`config.mk`:
```
export PLATFORM = sky130hd
export DESIGN_NAME = dct_quant_zigzag
export DESIGN_NICKNAME = d
export VERILOG_FILES = /design/src/rtl/dct_quant_zigzag.sv
export SDC_FILE = /design/constraint.sdc
export NUM_CORES = 2
export LEC_CHECK = 0
export BUFFER_PORTS_ARGS = -buffer_cell sky130_fd_sc_hd__clkbuf_2
export CAP_MARGIN = 40
export CORE_AREA = 2 2 423 425
export CTS_CLUSTER_DIAMETER = 150
export DETAILED_ROUTE_END_ITERATION = 7
export DIE_AREA = 0 0 425 427
export SYNTH_ARGS = -nofsm -noshare
export SYNTH_HDL_FRONTEND = slang
export SYNTH_SLANG_ARGS = --single-unit
```
`constraint.sdc`:
```
create_clock -name clk -period 7.45 [get_ports clk]
set_input_delay 1.1175 -clock clk [delete_from_list [all_inputs] [get_ports clk]]
set_output_delay 1.1175 -clock clk [all_outputs]
set_load 0.1 [all_outputs]
```
`src/rtl/dct_quant_zigzag.sv`:
```
// -----------------------------------------------------------------------------
// dct_quant_zigzag
//
// Purpose:
//   Sits downstream of the 2-D DCT. Accepts 12-bit signed DCT coefficients in
//   raster order (one per enabled cycle, 64 per 8x8 block), stores each block
//   in one half of a 2x64 ping-pong buffer, then reads it back in JPEG zigzag
//   order. Each coefficient is quantized by the JPEG luminance table through a
//   reciprocal multiply with round-half-away-from-zero. Input and output run
//   concurrently at one sample per cycle.
//
// Ports:
//   clk        rising-edge clock
//   rst        asynchronous, active-high reset
//   enb        data_in valid; the sample is accepted at the rising edge
//   data_in    DCT coefficient, raster order (row-major, u fastest)
//   data_out   quantized coefficient, zigzag order
//   out_valid  data_out valid
//   blk_start  high with out_valid on zigzag index 0 (DC) of each block
//
// Optional build macro QTABLE_LOAD_EN:
//   When defined, adds qt_we / qt_addr (raster index) / qt_data (reciprocal)
//   and turns the reciprocal table into a register file reset to the default
//   luminance reciprocals. A write is seen by any read issued on or after the
//   edge following qt_we. When undefined the table is a constant ROM.
//
// Timing (continuous enb): the edge accepting raster sample 63 hands the bank
// to the read side; output i is registered 2+i edges later, so sample 0 to
// output 0 is 65 edges.
// -----------------------------------------------------------------------------
module dct_quant_zigzag #(
    parameter int DIN_W   = 12,
    parameter int DOUT_W  = 12,
    parameter int RECIP_W = 16
) (
    input  logic                     clk,
    input  logic                     rst,
    input  logic                     enb,
    input  logic signed [DIN_W-1:0]  data_in,
`ifdef QTABLE_LOAD_EN
    input  logic                     qt_we,
    input  logic [5:0]               qt_addr,
    input  logic [RECIP_W:0]         qt_data,
`endif
    output logic signed [DOUT_W-1:0] data_out,
    output logic                     out_valid,
    output logic                     blk_start
);

    // -------------------------------------------------------------------------
    // Constant tables
    // -------------------------------------------------------------------------

    // ITU-T T.81 Annex K luminance quantization table, raster order.
    localparam int Q_LUM [64] = '{
        16,  11,  10,  16,  24,  40,  51,  61,
        12,  12,  14,  19,  26,  58,  60,  55,
        14,  13,  16,  24,  40,  57,  69,  56,
        14,  17,  22,  29,  51,  87,  80,  62,
        18,  22,  37,  56,  68, 109, 103,  77,
        24,  35,  55,  64,  81, 104, 113,  92,
        49,  64,  78,  87, 103, 121, 120, 101,
        72,  92,  95,  98, 112, 100, 103,  99
    };

    // Reciprocals need RECIP_W+1 bits so that Q=1 (2^RECIP_W) is representable.
    typedef logic [63:0][RECIP_W:0] recip_tab_t;
    typedef logic [63:0][5:0]       zz_tab_t;

    // recip[k] = round(2^RECIP_W / Q[k]), evaluated at elaboration time.
    function automatic recip_tab_t gen_recip_tab();
        recip_tab_t t;
        longint     q;
        t = '0;
        for (int k = 0; k < 64; k++) begin
            q = longint'(Q_LUM[k[5:0]]);
            t[k[5:0]] = (RECIP_W+1)'(((longint'(1) << RECIP_W) + q / 2) / q);
        end
        return t;
    endfunction

    // Zigzag scan: walk the 15 anti-diagonals s = row + col. Odd diagonals are
    // traversed with the row rising, even diagonals with the row falling.
    function automatic zz_tab_t gen_zz_tab();
        zz_tab_t t;
        int      n;
        int      lo;
        int      hi;
        int      r;
        t = '0;
        n = 0;
        for (int s = 0; s < 15; s++) begin
            lo = (s > 7) ? s - 7 : 0;
            hi = (s < 7) ? s : 7;
            for (int j = 0; j <= hi - lo; j++) begin
                r = (s % 2 == 1) ? lo + j : hi - j;
                t[n[5:0]] = 6'(r * 8 + (s - r));
                n++;
            end
        end
        return t;
    endfunction

    localparam recip_tab_t RECIP_DEF = gen_recip_tab();
    localparam zz_tab_t    ZZ_TAB    = gen_zz_tab();

    // Datapath widths: unsigned product, rounded magnitude, signed result wide
    // enough for both the negated magnitude and the saturation bounds.
    localparam int PW = DIN_W + RECIP_W + 1;
    localparam int WW = (DIN_W + 2 > DOUT_W) ? DIN_W + 2 : DOUT_W;

    localparam logic [PW-1:0]        RND    = PW'(1) << (RECIP_W - 1);
    localparam logic signed [WW-1:0] SAT_HI = WW'((longint'(1) <<< (DOUT_W - 1)) - longint'(1));
    localparam logic signed [WW-1:0] SAT_LO = ~SAT_HI;

    // -------------------------------------------------------------------------
    // Reciprocal table source
    // -------------------------------------------------------------------------
    recip_tab_t w_recip_tab;

`ifdef QTABLE_LOAD_EN
    recip_tab_t r_recip_tab;

    always_ff @(posedge clk or posedge rst) begin
        if (rst) begin
            r_recip_tab <= RECIP_DEF;
        end else if (qt_we) begin
            r_recip_tab[qt_addr] <= qt_data;
        end
    end

    assign w_recip_tab = r_recip_tab;
`else
    assign w_recip_tab = RECIP_DEF;
`endif

    // -------------------------------------------------------------------------
    // Write side
    // -------------------------------------------------------------------------
    logic [5:0] r_wr_idx;
    logic       r_wr_bank;
    logic       w_handoff;

    // The edge writing raster index 63 completes a bank and starts its readout.
    assign w_handoff = enb && (r_wr_idx == 6'd63);

    // NOTE: sequential state uses non-blocking (<=) so every flop samples the
    // pre-edge value of its neighbours regardless of statement order.
    always_ff @(posedge clk or posedge rst) begin
        if (rst) begin
            r_wr_idx  <= '0;
            r_wr_bank <= 1'b0;
        end else if (enb) begin
            r_wr_idx <= r_wr_idx + 6'd1;
            if (r_wr_idx == 6'd63) begin
                r_wr_bank <= ~r_wr_bank;
            end
        end
    end

    // -------------------------------------------------------------------------
    // Read-side sequencer
    // -------------------------------------------------------------------------
    typedef enum logic {
        RD_IDLE = 1'b0,
        RD_RUN  = 1'b1
    } rd_state_e;

    rd_state_e r_rd_state;
    rd_state_e w_rd_state_nxt;
    logic [5:0] r_rd_idx;
    logic [5:0] w_rd_idx_nxt;
    logic       r_rd_bank;
    logic       w_rd_bank_nxt;

    always_ff @(posedge clk or posedge rst) begin
        if (rst) begin
            r_rd_state <= RD_IDLE;
            r_rd_idx   <= '0;
            r_rd_bank  <= 1'b0;
        end else begin
            r_rd_state <= w_rd_state_nxt;
            r_rd_idx   <= w_rd_idx_nxt;
            r_rd_bank  <= w_rd_bank_nxt;
        end
    end

    // NOTE: every output of this block gets a default first; a path that left
    // one unassigned would infer a latch.
    always_comb begin
        w_rd_state_nxt = r_rd_state;
        w_rd_idx_nxt   = r_rd_idx;
        w_rd_bank_nxt  = r_rd_bank;
        if (w_handoff) begin
            // Takes priority: when it coincides with issuing index 63 of the
            // other bank, the new bank starts on the next cycle without a gap.
            w_rd_state_nxt = RD_RUN;
            w_rd_idx_nxt   = 6'd0;
            w_rd_bank_nxt  = r_wr_bank;
        end else if (r_rd_state == RD_RUN) begin
            w_rd_idx_nxt = r_rd_idx + 6'd1;
            if (r_rd_idx == 6'd63) begin
                w_rd_state_nxt = RD_IDLE;
            end
        end
    end

    // Zigzag position -> raster address, shared by RAM and reciprocal lookup.
    logic [5:0] w_rd_addr;
    assign w_rd_addr = ZZ_TAB[r_rd_idx];

    // -------------------------------------------------------------------------
    // Ping-pong buffer and stage 1 (RAM read + reciprocal fetch)
    // -------------------------------------------------------------------------
    logic signed [DIN_W-1:0] r_mem [0:127];
    logic signed [DIN_W-1:0] r_s1_data;
    logic [RECIP_W:0]        r_s1_recip;
    logic                    r_s1_valid;
    logic                    r_s1_first;

    // NOTE: the buffer and its read register carry no reset so they map onto
    // block RAM; their contents are qualified by r_s1_valid instead.
    always_ff @(posedge clk) begin
        if (enb) begin
            r_mem[{r_wr_bank, r_wr_idx}] <= data_in;
        end
        r_s1_data  <= r_mem[{r_rd_bank, w_rd_addr}];
        r_s1_recip <= w_recip_tab[w_rd_addr];
    end

    // -------------------------------------------------------------------------
    // Quantizer: m = (|c| * r + 2^(RECIP_W-1)) >> RECIP_W, then re-apply sign.
    // Applying the sign after rounding the magnitude gives round-half-away.
    // -------------------------------------------------------------------------
    logic [DIN_W-1:0]        w_abs;
    logic [PW-1:0]           w_prod;
    logic [DIN_W:0]          w_mag;
    logic signed [WW-1:0]    w_mag_ext;
    logic signed [WW-1:0]    w_val;
    logic signed [DOUT_W-1:0] w_q;

    always_comb begin
        // -2^(DIN_W-1) negates to itself, whose unsigned reading is the
        // correct magnitude, so DIN_W bits suffice.
        w_abs     = r_s1_data[DIN_W-1] ? $unsigned(-r_s1_data) : $unsigned(r_s1_data);
        w_prod    = PW'(w_abs) * PW'(r_s1_recip);
        w_mag     = (DIN_W+1)'((w_prod + RND) >> RECIP_W);
        w_mag_ext = $signed(WW'(w_mag));
        w_val     = r_s1_data[DIN_W-1] ? -w_mag_ext : w_mag_ext;

        w_q = DOUT_W'(w_val);
        if (w_val > SAT_HI) begin
            w_q = SAT_HI[DOUT_W-1:0];
        end else if (w_val < SAT_LO) begin
            w_q = SAT_LO[DOUT_W-1:0];
        end
    end

    // -------------------------------------------------------------------------
    // Stage 1 control and stage 2 output register
    // -------------------------------------------------------------------------
    always_ff @(posedge clk or posedge rst) begin
        if (rst) begin
            r_s1_valid <= 1'b0;
            r_s1_first <= 1'b0;
            data_out   <= '0;
            out_valid  <= 1'b0;
            blk_start  <= 1'b0;
        end else begin
            r_s1_valid <= (r_rd_state == RD_RUN);
            r_s1_first <= (r_rd_state == RD_RUN) && (r_rd_idx == 6'd0);
            out_valid  <= r_s1_valid;
            blk_start  <= r_s1_first;
            if (r_s1_valid) begin
                data_out <= w_q;
            end
        end
    end

endmodule

```
Word-level counts from Yosys, hierarchy flattened --
Memories as Yosys holds them, arrays and structs flattened. A register that Yosys moved wholly into a read port is not among the register bits. Index checks and enable logic that the tools add are counted.
Word-level totals: register bits after elaboration 31, bits in latches 0, bits in writable memories 1536, ROM bits 1472, memories 3
Memories:
- r_mem | depth 128, bits a word 12, read ports 1, clocked after memory_dff 1, write ports 1, line 215 | logic signed [DIN_W-1:0] r_mem [0:127];
- (no name shown) | depth 64, bits a word 17, read ports 1, clocked after memory_dff 1, write ports 0, line 228 | r_s1_recip <= w_recip_tab[w_rd_addr];
- (no name shown) | depth 64, bits a word 6, read ports 1, clocked after memory_dff 0, write ports 0, line 210 | assign w_rd_addr = ZZ_TAB[r_rd_idx];
Cells by class: add/subtract/negate cells 5, $mul 1, divide/modulo/power cells 0, $lt $le $gt $ge 3, equality and inequality tests 2, shifts and indexed selects 0, mux-type cells 12, bitwise operators 1, reductions and logical operators 5
Operators by type and width (count):
- $mux 12 | 3
- $add 29x16->29 const B | 1
- $mul 12x17->29 | 1
- $mux 6 | 3
- $gt 14x12->1 const B | 1
- $lt 14x12->1 const B | 1
- $mux 14 | 1
- $neg 13->14 | 1
- $add 6x1->6 const B | 2
- $eq 6x6->1 const B | 2
- $neg 12->12 | 1
- $lt 6x7->1 const B | 1
- $logic_not 6->1 | 1
- $mux 1 | 5
- $logic_and 1x1->1 | 2
- $reduce_and 2->1 | 1
- $reduce_bool 2->1 | 1
- $not 1->1 | 1

Longest topological paths before layout --
depth in word-level cells 9, mapped depth 30, gate-level depth less buffers 28

Least setup slack after synthesis --
OpenSTA, ideal clock, no wires.
path kind register to register, from register r_s1_data[0] (read register of r_mem), to register data_out[0], data arrival time 6.817 ns, required time 7.325 ns, slack 0.507 ns, cell stages (with the launch flop) 30, path buffers 2, clock period less this slack 6.943 ns, path through dfxtp_1 -> clkbuf_1 -> inv_1 -> ha_1 -> nand2_1 -> o31ai_1 -> nand2_1 -> xor2_1 -> clkbuf_1 -> nand2_1 -> fa_1 -> inv_1 -> fa_1 -> fa_1 -> fa_1 -> inv_1 -> fa_1 -> inv_1 -> ha_1 -> a21oi_1 -> o21ai_0 -> nand3b_1 -> o311a_1 -> nand2_1 -> ha_1 -> nor3b_1 -> and3b_1 -> nand4_1 -> a21boi_0 -> mux2_2
On the way: cells in the longest elaborated chain, start to end 9, elaborated cells on any way between the ends 10, classes of those cells add/sub: 3; mul: 1; order compare: 2; mux: 4
Ends and longest elaborated chain:
- start: declaration | line 216 | logic signed [DIN_W-1:0] r_s1_data;
- $neg 12->12 | line 245 | w_abs = r_s1_data[DIN_W-1] ? $unsigned(-r_s1_data) : $unsigned(r_s1_data);
- $mux 12 (*) | line 245
- $mul 12x17->29 (*) | line 246 | w_prod = PW'(w_abs) * PW'(r_s1_recip);
- $add 29x16->29 (*) | line 247 | w_mag = (DIN_W+1)'((w_prod + RND) >> RECIP_W);
- $neg 13->14 | line 249 | w_val = r_s1_data[DIN_W-1] ? -w_mag_ext : w_mag_ext;
- $mux 14 (*) | line 249
- $lt 14x12->1 | line 254 | end else if (w_val < SAT_LO) begin
- $mux 12 | line 254
- $mux 12 (*) | line 252 | if (w_val > SAT_HI) begin
- end signal: assignment | line 275 | data_out <= w_q;
- end: declaration | line 45 | output logic signed [DOUT_W-1:0] data_out,
Mark *: on every way between the ends. The rest lies on a longest branch, timed or not. A chain may end at the register's enable or synchronous reset.

Final worst setup path --
from register r_s1_data[4] (read register of r_mem), to register data_out[0]
The elaborated chain is that of the path after synthesis.

==> impl_metrics.prom <==
# TYPE chip_impl_metric gauge
chip_impl_metric{name="yosys_cell_types",unit=""} 82
chip_impl_metric{name="max-vdd-ir-drop",unit="uV"} 745
chip_impl_metric{name="total_switching_power",unit="mW"} 10.5
chip_impl_metric{name="synth_async_sr_flop_share",unit="%"} 1.95
chip_impl_metric{name="p_sw_share",unit="%"} 36.4
chip_impl_metric{name="number_of_levels_the_h_tree_was_split_into",unit=""} 4
chip_impl_metric{name="edff_count_synth",unit=""} 1536
chip_impl_info{name="cts_tree",value="yes"} 1
chip_impl_info{name="yosys_most_used_dff",value="sky130_fd_sc_hd__edfxtp_1"} 1
chip_impl_info{name="critPathLaunchType",value="flop"} 1
chip_impl_metric{name="path_clk_slew",unit="ns"} 0.06
chip_impl_metric{name="globalRouteOverflowTotal",unit=""} 0
chip_impl_metric{name="synth.top_cell.area_share",unit="%"} 65.4
chip_impl_metric{name="cts_inserted_buffers",unit=""} 165
chip_impl_info{name="timing.critical_path.slowest_stage_cell",value="sky130_fd_sc_hd__fa_1"} 1
chip_impl_metric{name="tightest_slew",unit="ns"} 1.01
chip_impl_metric{name="crit_path_max_cell_delay",unit="ns"} 0.55
chip_impl_metric{name="drive_above_1_share",unit="%"} 9.38
chip_impl_metric{name="yosysWarnings",unit=""} 0
chip_impl_metric{name="rrSetupSlack",unit="ns"} 0.47
chip_impl_metric{name="grt_use_total",unit="%"} 22.1
chip_impl_metric{name="placedInstanceArea",unit="mm2"} 0.0745
chip_impl_info{name="cts_root_buf",value="sky130_fd_sc_hd__clkbuf_16"} 1
chip_impl_metric{name="tritoncts_num_sinks",unit=""} 1592
chip_impl_info{name="cp_endpoint_kind",value="flop"} 1
chip_impl_metric{name="drt-pass1-iter-count",unit=""} 8
chip_impl_metric{name="synth_cells",unit=""} 5901
chip_impl_info{name="reg2reg_from",value="r_s1_data[4]"} 1
chip_impl_metric{name="route.final.wire_length",unit="um"} 204000
chip_impl_metric{name="total_leakage_power",unit="nW"} 28.1
chip_impl_metric{name="final_slew_viol_count",unit=""} 0
chip_impl_metric{name="post-dp-hpwl",unit="um"} 125000
chip_impl_metric{name="seq_power_share",unit="%"} 35.9
chip_impl_metric{name="cts_hold_buffers",unit=""} 0
chip_impl_metric{name="max_buffers_root_to_sink",unit=""} 3
chip_impl_metric{name="routed-via-count",unit=""} 47500
chip_impl_info{name="cell_taking_the_most_area_after_synthesis",value="sky130_fd_sc_hd__edfxtp_1"} 1
chip_impl_metric{name="totalNegativeSetupSlack",unit="ns"} 0
chip_impl_metric{name="start_util",unit="%"} 39.8
chip_impl_metric{name="fp.dieH",unit="um"} 427
chip_impl_info{name="ys_top_cells_by_area",value="sky130_fd_sc_hd__edfxtp_1 65%, sky130_fd_sc_hd__nand2_1 8.6%, sky130_fd_sc_hd__nand3_1 5.3%"} 1
chip_impl_metric{name="antenna_found_initial",unit=""} 11
chip_impl_info{name="cp-endpoint",value="data_out[0]"} 1
chip_impl_metric{name="max_cap_violations",unit=""} 0
chip_impl_metric{name="grt_first_pass_wirelength",unit="um"} 301000
chip_impl_metric{name="number_of_cell_instances_on_the_worst_register_to_register_path",unit=""} 28
chip_impl_metric{name="synthesis_stage_register_bit_count",unit=""} 1592
chip_impl_metric{name="grt_max_degree",unit=""} 107
chip_impl_metric{name="design.die.area",unit="mm2"} 0.181
chip_impl_info{name="hold_class",value="reg -> reg"} 1
chip_impl_metric{name="die_w",unit="um"} 425
chip_impl_metric{name="routabilityCongestion",unit=""} 0.902
chip_impl_metric{name="detail-route-antenna-nets",unit=""} 0
chip_impl_metric{name="worst-endpoint-arrival",unit="ns"} 7.68
chip_impl_metric{name="stdcell_area",unit="mm2"} 0.0798
chip_impl_metric{name="route.detailed.wl_per_inst",unit="um"} 24.0
chip_impl_metric{name="io_buffer_count",unit=""} 28
chip_impl_metric{name="p_int",unit="mW"} 18.4
chip_impl_metric{name="num_rows",unit=""} 155
chip_impl_metric{name="timing.final.setup_violations",unit=""} 0
chip_impl_info{name="crit_type",value="reg -> reg"} 1
chip_impl_metric{name="final_net_count",unit=""} 6210
chip_impl_metric{name="netlist_area",unit="mm2"} 0.0705
chip_impl_metric{name="critPathMaxFanout",unit=""} 8
chip_impl_info{name="final_cell_mix",value="1609 x sky130_fd_sc_hd__nand2_1, 1536 x sky130_fd_sc_hd__edfxtp_1, 740 x sky130_fd_sc_hd__nand3_1"} 1
chip_impl_metric{name="worst_slew_margin_rel",unit="%"} 31.6
chip_impl_metric{name="drcViolationCount",unit=""} 0
chip_impl_metric{name="area.sequential",unit="mm2"} 0.0474
chip_impl_info{name="outcome",value="complete, no violations"} 1
chip_impl_metric{name="fill_cells",unit=""} 16000
chip_impl_metric{name="route.detailed.vias_per_inst",unit=""} 5.60
chip_impl_metric{name="clock_insertion_delay_worst_skew",unit="ns"} 0.82
chip_impl_info{name="worst_setup_path_startpoint",value="r_s1_data[4]"} 1
chip_impl_metric{name="final.setup_skew",unit="ns"} 0.0542
chip_impl_info{name="critical_path.reg2reg.endpoint",value="data_out[0]"} 1
chip_impl_metric{name="period_share",unit="%"} 93.7
chip_impl_metric{name="power_density",unit="mW/mm2"} 362
chip_impl_metric{name="power_frac_comb",unit="%"} 36.3
chip_impl_metric{name="synth_seq_area_share",unit="%"} 67.2
chip_impl_metric{name="core_area",unit="mm2"} 0.177
chip_impl_metric{name="drtIter0Drc",unit=""} 5803
chip_impl_metric{name="via_count_of_the_first_global_routing_pass",unit=""} 45500
chip_impl_metric{name="final_period_minus_worst_setup_slack",unit="ns"} 6.98
chip_impl_metric{name="power.share.clock",unit="%"} 27.9
chip_impl_info{name="final_common_cell",value="sky130_fd_sc_hd__nand2_1"} 1
chip_impl_metric{name="multi_input_gate_area_in_the_final_layout",unit="mm2"} 0.0209
chip_impl_metric{name="postSynthNetCount",unit=""} 6127
chip_impl_info{name="worst_path_most_repeated_cell",value="sky130_fd_sc_hd__fa_1"} 1
chip_impl_metric{name="clock.fmax",unit="MHz"} 143
chip_impl_metric{name="timing.critical_path.required",unit="ns"} 8.15
chip_impl_metric{name="final_hold_viol_count",unit=""} 0
chip_impl_metric{name="area_overhead_vs_synth",unit="%"} 13.2
chip_impl_metric{name="floorplan.io_pins",unit=""} 29
chip_impl_metric{name="syn-mean-instance-area",unit="um2"} 11.9
flip-flops by register name, indices dropped and copies added, names as in the netlist, 6 cells and up:
name and count:
r_mem 1536, r_s1_recip 13, data_out 12, r_s1_data 12, r_rd_idx 6, r_wr_idx 6
cell type report:
class                   count  share of cell area (%)
clock inverters            96                    1.10
flip-flops and latches   1592                    59.4
well taps                2355                    3.69
multi-input cells        3760                    26.2
repair buffers            296                    3.35
diodes                      2                 0.00627
clock buffers             206                    5.44
inverters                 169                   0.814
power groups by stage:
| stage | registers, mW | clock network, mW | logic (mW) |
|---|---|---|---|
| after CTS | 10.4 | 8.16 | 10.1 |
| final | 10.4 | 8.06 | 10.5 |
| after global placement | 10.5 | 0 | 9.83 |
| after detailed placement | 10.5 | 0 | 10.0 |
| after floorplan | 10.6 | 0 | 6.84 |
| after global routing | 10.4 | 8.50 | 11.8 |
Yosys cell counts, types with 10 or more instances:
master	number
sky130_fd_sc_hd__edfxtp_1	1536
sky130_fd_sc_hd__a21oi_1	124
sky130_fd_sc_hd__a221oi_1	11
sky130_fd_sc_hd__buf_2	189
sky130_fd_sc_hd__nand2_1	1613
sky130_fd_sc_hd__nand4_1	32
sky130_fd_sc_hd__ha_1	101
sky130_fd_sc_hd__and2_1	54
sky130_fd_sc_hd__mux2i_1	60
sky130_fd_sc_hd__buf_1	51
sky130_fd_sc_hd__dfxtp_1	25
sky130_fd_sc_hd__o221ai_1	11
sky130_fd_sc_hd__dfrtp_1	31
sky130_fd_sc_hd__o211ai_1	14
sky130_fd_sc_hd__nor3_1	39
sky130_fd_sc_hd__nor2_1	224
sky130_fd_sc_hd__a31oi_1	129
sky130_fd_sc_hd__nor2b_1	24
sky130_fd_sc_hd__clkbuf_1	121
sky130_fd_sc_hd__xor2_1	10
sky130_fd_sc_hd__o21ai_0	96
sky130_fd_sc_hd__nand3_1	740
sky130_fd_sc_hd__xnor2_1	23
sky130_fd_sc_hd__buf_4	17
sky130_fd_sc_hd__inv_1	168
sky130_fd_sc_hd__and3_1	72
sky130_fd_sc_hd__a211oi_1	46
sky130_fd_sc_hd__o22ai_1	30
sky130_fd_sc_hd__fa_1	110
sky130_fd_sc_hd__a311oi_1	48
critical path: cells and delay by family, from the launching register on:
kind                     cells  cell delay [ns]
multiplexers                 1             0.26
adder cells (fa/ha/maj)      7             3.00
buffers and inverters        5             0.56
AND/OR/NAND/NOR             11             1.95
flip-flops                   1             0.33
XOR/XNOR                     1             0.23
AO/OA/AOI/OAI                3             0.57
layer usage:
layer,vias up,share of wire [%],global-route usage [%]
met5,-,0.034,0
met4,12,3.5,7.67
met3,367,8.4,4.03
met2,2087,47,35.6
met1,23600,41,30.1
li1,21300,-,-
how the worst min path moves through the flow:
stage	from	to	slack, ns	depth (start not counted)
after floorplan	r_s1_first	blk_start	0.33	0
after global placement	r_s1_first	blk_start	0.34	0
after detailed placement	r_s1_first	blk_start	0.35	0
after CTS	rst	data_out[3]	0.34	3
after global routing	r_s1_first	blk_start	0.38	0
final	r_s1_first	blk_start	0.36	0
cell families after synthesis:
logic type	synth area share, %
AO/OA/AOI/OAI	5.72
XOR/XNOR	0.410
adder cells (fa/ha/maj)	4.92
buffers and inverters	3.37
flip-flops	67.2
multiplexers	0.964
AND/OR/NAND/NOR	17.4
per-stage QoR:
| step | worst slack, ns | power (mW) | util (%) | cells | hold slack (ns) |
|---|---|---|---|---|---|
| after floorplan | 0.507 | 17.5 | - | 5901 | 0.331 |
| after global placement | 0.117 | 20.4 | 41.6 | 8102 | 0.338 |
| after detailed placement | -0.0558 | 20.6 | 42.0 | 8168 | 0.346 |
| after CTS | 0.160 | 28.6 | 45.0 | 8470 | 0.343 |
| after global routing | -0.00570 | 30.7 | 45.0 | 8475 | 0.376 |
| final | 0.472 | 28.9 | 45.0 | 8476 | 0.356 |
timing repair:
item,in CTS,in global routing
pin swaps,0,3
cloned,0,0
endpoints found under the setup margin,1,9
setup buffers,0,4
gates resized for setup,1,12
Note: power is estimated with default switching activity, not from simulation.
